[config.mk]
export PLATFORM = sky130hd
export DESIGN_NAME = inst_axi_rd_bridge
export DESIGN_NICKNAME = d
export VERILOG_FILES = /design/src/rtl/inst_axi_rd_bridge.sv
export SDC_FILE = /design/constraint.sdc
export NUM_CORES = 1
export LEC_CHECK = 0
export BUFFER_PORTS_ARGS = -buffer_cell sky130_fd_sc_hd__buf_2
export CORE_AREA = 2 2 80 82
export CTS_CLUSTER_SIZE = 30
export DETAILED_ROUTE_END_ITERATION = 16
export DIE_AREA = 0 0 82 84
export PLACE_DENSITY_LB_ADDON = 0.25
export SYNTH_ARGS = -nofsm -noshare
export SYNTH_HDL_FRONTEND = slang
export SYNTH_SLANG_ARGS = --single-unit
[constraint.sdc]
create_clock -name clk -period 2.9 [get_ports clk]
set_input_delay 0.29 -clock clk [delete_from_list [all_inputs] [get_ports clk]]
set_output_delay 0.29 -clock clk [all_outputs]
set_load 0.01 [all_outputs]
[src/rtl/inst_axi_rd_bridge.sv]
// inst_axi_rd_bridge: turns the IF stage's SRAM-like fetch port into single-beat AXI reads.
// Latency: req->addrok min 1 cycle; R beat->dataok 0 cycles (1 cycle with INST_BRIDGE_RDATA_BUF_EN).
// Backpressure: req is held off while an AR is pending or MAX_OUTSTANDING reads are in flight; R is never stalled.
//
// Ports:
//   clk, reset                      single clock, asynchronous active-high reset
//   inst_sram_req/size/addr         fetch request (wr, wdata ignored)
//   inst_sram_addrok                request accepted (equals the AR handshake)
//   inst_sram_dataok/rdata          returned instruction word, in request order
//   ar*                             AXI read address channel (single ID, single beat)
//   r*                              AXI read data channel (rready tied high)
//
// Build option: define INST_BRIDGE_RDATA_BUF_EN to register the R data path.
`timescale 1ns/1ps

module inst_axi_rd_bridge #(
  parameter int MAX_OUTSTANDING = 2,
  parameter int CNT_W           = 4
) (
  input  logic        clk,
  input  logic        reset,
  input  logic        inst_sram_req,
  input  logic        inst_sram_wr,
  input  logic [1:0]  inst_sram_size,
  input  logic [31:0] inst_sram_addr,
  input  logic [31:0] inst_sram_wdata,
  output logic        inst_sram_addrok,
  output logic        inst_sram_dataok,
  output logic [31:0] inst_sram_rdata,
  output logic [3:0]  arid,
  output logic [31:0] araddr,
  output logic [7:0]  arlen,
  output logic [2:0]  arsize,
  output logic [1:0]  arburst,
  output logic [1:0]  arlock,
  output logic [3:0]  arcache,
  output logic [2:0]  arprot,
  output logic        arvalid,
  input  logic        arready,
  input  logic [3:0]  rid,
  input  logic [31:0] rdata,
  input  logic [1:0]  rresp,
  input  logic        rlast,
  input  logic        rvalid,
  output logic        rready
);

  localparam logic [CNT_W-1:0] MAX_CNT = CNT_W'(MAX_OUTSTANDING);

  typedef enum logic {
    AR_IDLE = 1'b0,
    AR_SEND = 1'b1
  } ar_state_t;

  ar_state_t        state;
  ar_state_t        state_nxt;
  logic [31:0]      addr_q;
  logic [1:0]       size_q;
  logic [CNT_W-1:0] cnt;
  logic             capture;
  logic             ar_hs;
  logic             r_hs;

  // Inputs the read-only, single-ID, in-order bridge has no use for.
  logic unused_inputs;
  assign unused_inputs = ^{inst_sram_wr, inst_sram_wdata, rid, rresp, rlast};

  // Constant AXI fields.
  assign arid    = 4'd0;
  assign arlen   = 8'd0;
  assign arburst = 2'b01;
  assign arlock  = 2'd0;
  assign arcache = 4'd0;
  assign arprot  = 3'd0;
  assign rready  = 1'b1;

  // ---------------- AR FSM ----------------
  always_ff @(posedge clk or posedge reset) begin
    if (reset) begin
      state <= AR_IDLE;
    end else begin
      state <= state_nxt;
    end
  end

  always_comb begin
    state_nxt = state;
    capture   = 1'b0;
    arvalid   = 1'b0;
    case (state)
      AR_IDLE: begin
        if (inst_sram_req && (cnt < MAX_CNT)) begin
          capture   = 1'b1;
          state_nxt = AR_SEND;
        end
      end
      AR_SEND: begin
        arvalid = 1'b1;
        if (arready) begin
          state_nxt = AR_IDLE;
        end
      end
      default: state_nxt = AR_IDLE;
    endcase
  end

  // Address/size are captured on entry to AR_SEND so they stay stable
  // for the whole AR handshake even if the IF stage changes its inputs.
  always_ff @(posedge clk or posedge reset) begin
    if (reset) begin
      addr_q <= 32'd0;
      size_q <= 2'd0;
    end else if (capture) begin
      addr_q <= inst_sram_addr;
      size_q <= inst_sram_size;
    end
  end

  assign araddr           = addr_q;
  assign arsize           = {1'b0, size_q};
  assign ar_hs            = arvalid && arready;
  assign inst_sram_addrok = ar_hs;
  assign r_hs             = rvalid && rready;

  // ---------------- outstanding counter ----------------
  // A beat arriving with nothing in flight is a slave protocol error;
  // the counter saturates at zero rather than wrapping.
  always_ff @(posedge clk or posedge reset) begin
    if (reset) begin
      cnt <= '0;
    end else begin
      case ({ar_hs, r_hs})
        2'b10:   cnt <= cnt + CNT_W'(1);
        2'b01:   if (cnt != '0) cnt <= cnt - CNT_W'(1);
        default: cnt <= cnt;
      endcase
    end
  end

  // ---------------- R data path ----------------
`ifdef INST_BRIDGE_RDATA_BUF_EN
  logic        dataok_q;
  logic [31:0] rdata_q;

  always_ff @(posedge clk or posedge reset) begin
    if (reset) begin
      dataok_q <= 1'b0;
      rdata_q  <= 32'd0;
    end else begin
      dataok_q <= r_hs;
      if (r_hs) begin
        rdata_q <= rdata;
      end
    end
  end

  assign inst_sram_dataok = dataok_q;
  assign inst_sram_rdata  = rdata_q;
`else
  assign inst_sram_dataok = r_hs;
  assign inst_sram_rdata  = rdata;
`endif

endmodule

==> results.txt <==
- Run status: finished, final reports clean
- The final number of hold-violating endpoints was 0.
- Number of H-tree branching levels: 2
- The net count of the finished layout is 325.
- CP Launch Point: state$_DFF_PP0_
- TritonCTS created 5 clock buffers.
- For this design, the CTS-stage hold fixing added 0 buffers.
- Entering global routing, the biggest net connects 32 pins.
- The first global-routing pass estimated 5680 um of wire.
- A synthesized cell averages 13.1 um^2.
- The floorplan step defined a die boundary enclosing 6890 um^2.
- The worst-case IR drop observed on VDD is 0.000428 V.
- Derived from the worst setup path, the maximum achievable clock frequency is 0.535 GHz.
* Most common cell after layout, fill and taps aside: buf_2
- The count of buffers added on input and output ports is 75.
- The area growth from synthesis to layout is 8.56%.
- In this run the remaining antenna-violating nets after routing total 0.
* TritonRoute pass-1 iters: 4
- Tmin final: 1.87 ns
- After floorplanning, the core was sized to cover 6100 um^2.
* Max Slew Vio Count: 0
- DRC violations left: 0
* Worst setup slack before clock tree synthesis: 1.04 ns
* Biggest fanout along the worst timing path: 8
- Required time of the worst setup path: 3.11 ns
- Routability-driven placement finished with a final weighted congestion of 0.781.
- TritonCTS built the clock tree.
* Gr usage total: 10.6%
- Starting utilization of the core area: 36.2%
* CTS Buffer Depth: 2
- Wires add up to 3740 um.
- Fin Setup TNS: 0 ns
- Count of yosys warnings during synthesis: 0
- In this run the post-CTS setup repair buffer count came out at 0.
* Launch instance of the worst register-to-register path: state$_DFF_PP0_
- At the pin with the least slew margin, the transition time is 0.844 ns.
* Antenna violations before repair: 0
- Cell variety after synth: 31
* Max-Cap Viols: 0
- Via count of the first global-routing pass: 1189
- Arrival @ worst endpoint: 2.08 ns
- The tree is rooted in a clkbuf_8.
* Setup repair after global routing missed its margin: false
- Measured along the x axis, the die boundary spans 82 um.
- In this run, post-CTS repair resized a total of 0 instances.
* Leading cell types in the layout, fill and taps excluded: buf_2 (75), dfrtp_1 (39), mux2_4 (29)
- Critical Path Start Type: flop
- The floorplan has 29 rows.
- Cell area after synthesis: 2210 um^2
- 205 I/O pins were placed.
* Total global routing overflow: 0
- Power density normalized to cell area: 1070 nW/um^2
* Final worst-path setup slack: 1.03 ns
- Dividing the detail-routed wire length by the instance count gives 12.9 um.
- Measured against its own limit, the worst slew margin works out to 43.6%.
* Leakage power of the design: 1.24 nW
- For this block, the initial DRC count from the detailed router was 28.
- Master of the slowest instance on the critical path: or4_4
- Dividing the detail-routed via count by the number of cells gives 4.37.
- Clk pin slew, worst setup/hold paths: 0.08 ns
- Proportion of synthesized chip area in sequential cells: 44.2%
- Slowest Stage Delay on Critical Path: 0.52 ns
* Number of diodes: 0
* Category of the most critical setup path: reg -> reg
* Setup-violating endpoint count in the final report: 0
- The routed layout has 1271 vias.
* Ordered cell list for the critical path: a21bo_4, xnor2_1, ha_1, or4_4, a22oi_2
* Post-route clock period utilization: 64.4%
- Measured along the y axis, the die boundary spans 84 um.
- The cell count after synthesis came out at 169.
* DP HPWL: 2610 um
- Clock Sink Count: 39
* Later-pin clock latency in the skew report: 0.29 ns
* Clock tree skew after final layout: 0.00355 ns
* Flip-flop and latch count after synthesis: 39
- CP Capture Type: flop
* Kind of path behind the tightest hold check: in -> async
* Fraction of final layout cells sized beyond drive strength 1: 58.4%
where the power goes:
group	internal [mW]	total [mW]	switching (mW)	leakage, nW
registers	0.819	1.00	0.181	0.466
logic	0.659	1.12	0.459	0.711
clock network	0.256	0.453	0.196	0.0581
flip-flops by register name, summed over array words and instances, names as in the netlist:
signal / flops
araddr: 32
size_q: 2
cnt: 4
state: 1
final timing paths:
check | cells after the start | slack, ns | to
max in group asynchronous | 3 | 2.06 | araddr[29]$_DFFE_PP0P_
min reg2reg | 1 | 0.51 | araddr[0]$_DFFE_PP0P_
min | 2 | 0.16 | araddr[13]$_DFFE_PP0P_
min in group clk | 2 | 0.23 | araddr[19]$_DFFE_PP0P_
max | 5 | 1.03 | cnt[2]$_DFFE_PP0P_
max reg2reg | 5 | 1.03 | cnt[2]$_DFFE_PP0P_
metal layers:
layer	GRT usage (%)	up-vias	wire, um
met5	0	-	0
met4	3.94	0	60
met3	4.33	6	495
met2	15.7	85	1550
met1	13.7	609	1640
li1	-	571	-
critical path: cells and delay by family (launching register included):
kind	cells	cell delay, ns
compound gates	2	0.44
xor+xnor	1	0.13
fa+ha+maj	1	0.23
flops	1	0.48
simple gates	1	0.52
layout make-up:
cell class / instances / area, um^2
flip-flops and latches: 39 / 976
clock buffers: 5 / 68.8
fillers: 596 / 3700
repair buffers: 78 / 410
clock inverters: 3 / 43.8
inverters: 2 / 7.51
multi-input cells: 87 / 793
well taps: 77 / 96.3
cells in the mapped netlist:
master	n	share of area, %
a21oi_1	2	0.45
and3b_2	1	0.45
dfrtp_1	39	44
nand4_1	1	0.28
mux2_4	29	20
and3_1	1	0.28
nor4_1	1	0.28
o21ai_0	1	0.23
a22o_1	1	0.40
a41oi_1	1	0.40
nor3_1	2	0.45
and2_1	1	0.28
buf_6	1	0.51
nor2_1	5	0.85
clkbuf_1	1	0.17
mux2_2	5	2.6
o32a_1	1	0.45
a211oi_1	1	0.34
a22oi_2	1	0.57
o31a_1	1	0.40
buf_4	59	20
a21boi_0	1	0.34
ha_1	1	0.57
conb_1	2	0.34
a21o_1	1	0.34
xnor2_1	1	0.40
nor3b_1	1	0.34
a21bo_4	1	0.74
inv_1	2	0.34
or4_4	1	0.51
buf_12	3	2.7
logic make-up after synthesis:
family | count (synthesis) | share of synthesized area, %
xor gates and xnor gates | 1 | 0.397
other | 2 | 0.340
and+or+nand+nor | 14 | 3.74
adders and majority gates | 1 | 0.567
DFF | 39 | 44.2
AOI/OAI and AO/OA | 12 | 4.65
muxes | 34 | 22.3
buffers and inverters | 66 | 23.8
metrics by stage:
step	instance area [um^2]	hold slack [ns]	total power [mW]	utilization, %	std cells
after floorplan	2290	0.438	1.88	-	192
after global placement	2280	0.485	2.12	37.5	283
after detailed placement	2280	0.491	2.14	37.5	283
after CTS	2400	0.188	2.61	39.3	291
after global routing	2400	0.216	2.76	39.3	291
final	2400	0.164	2.57	39.3	291
Power figures use the tool's default switching activity.
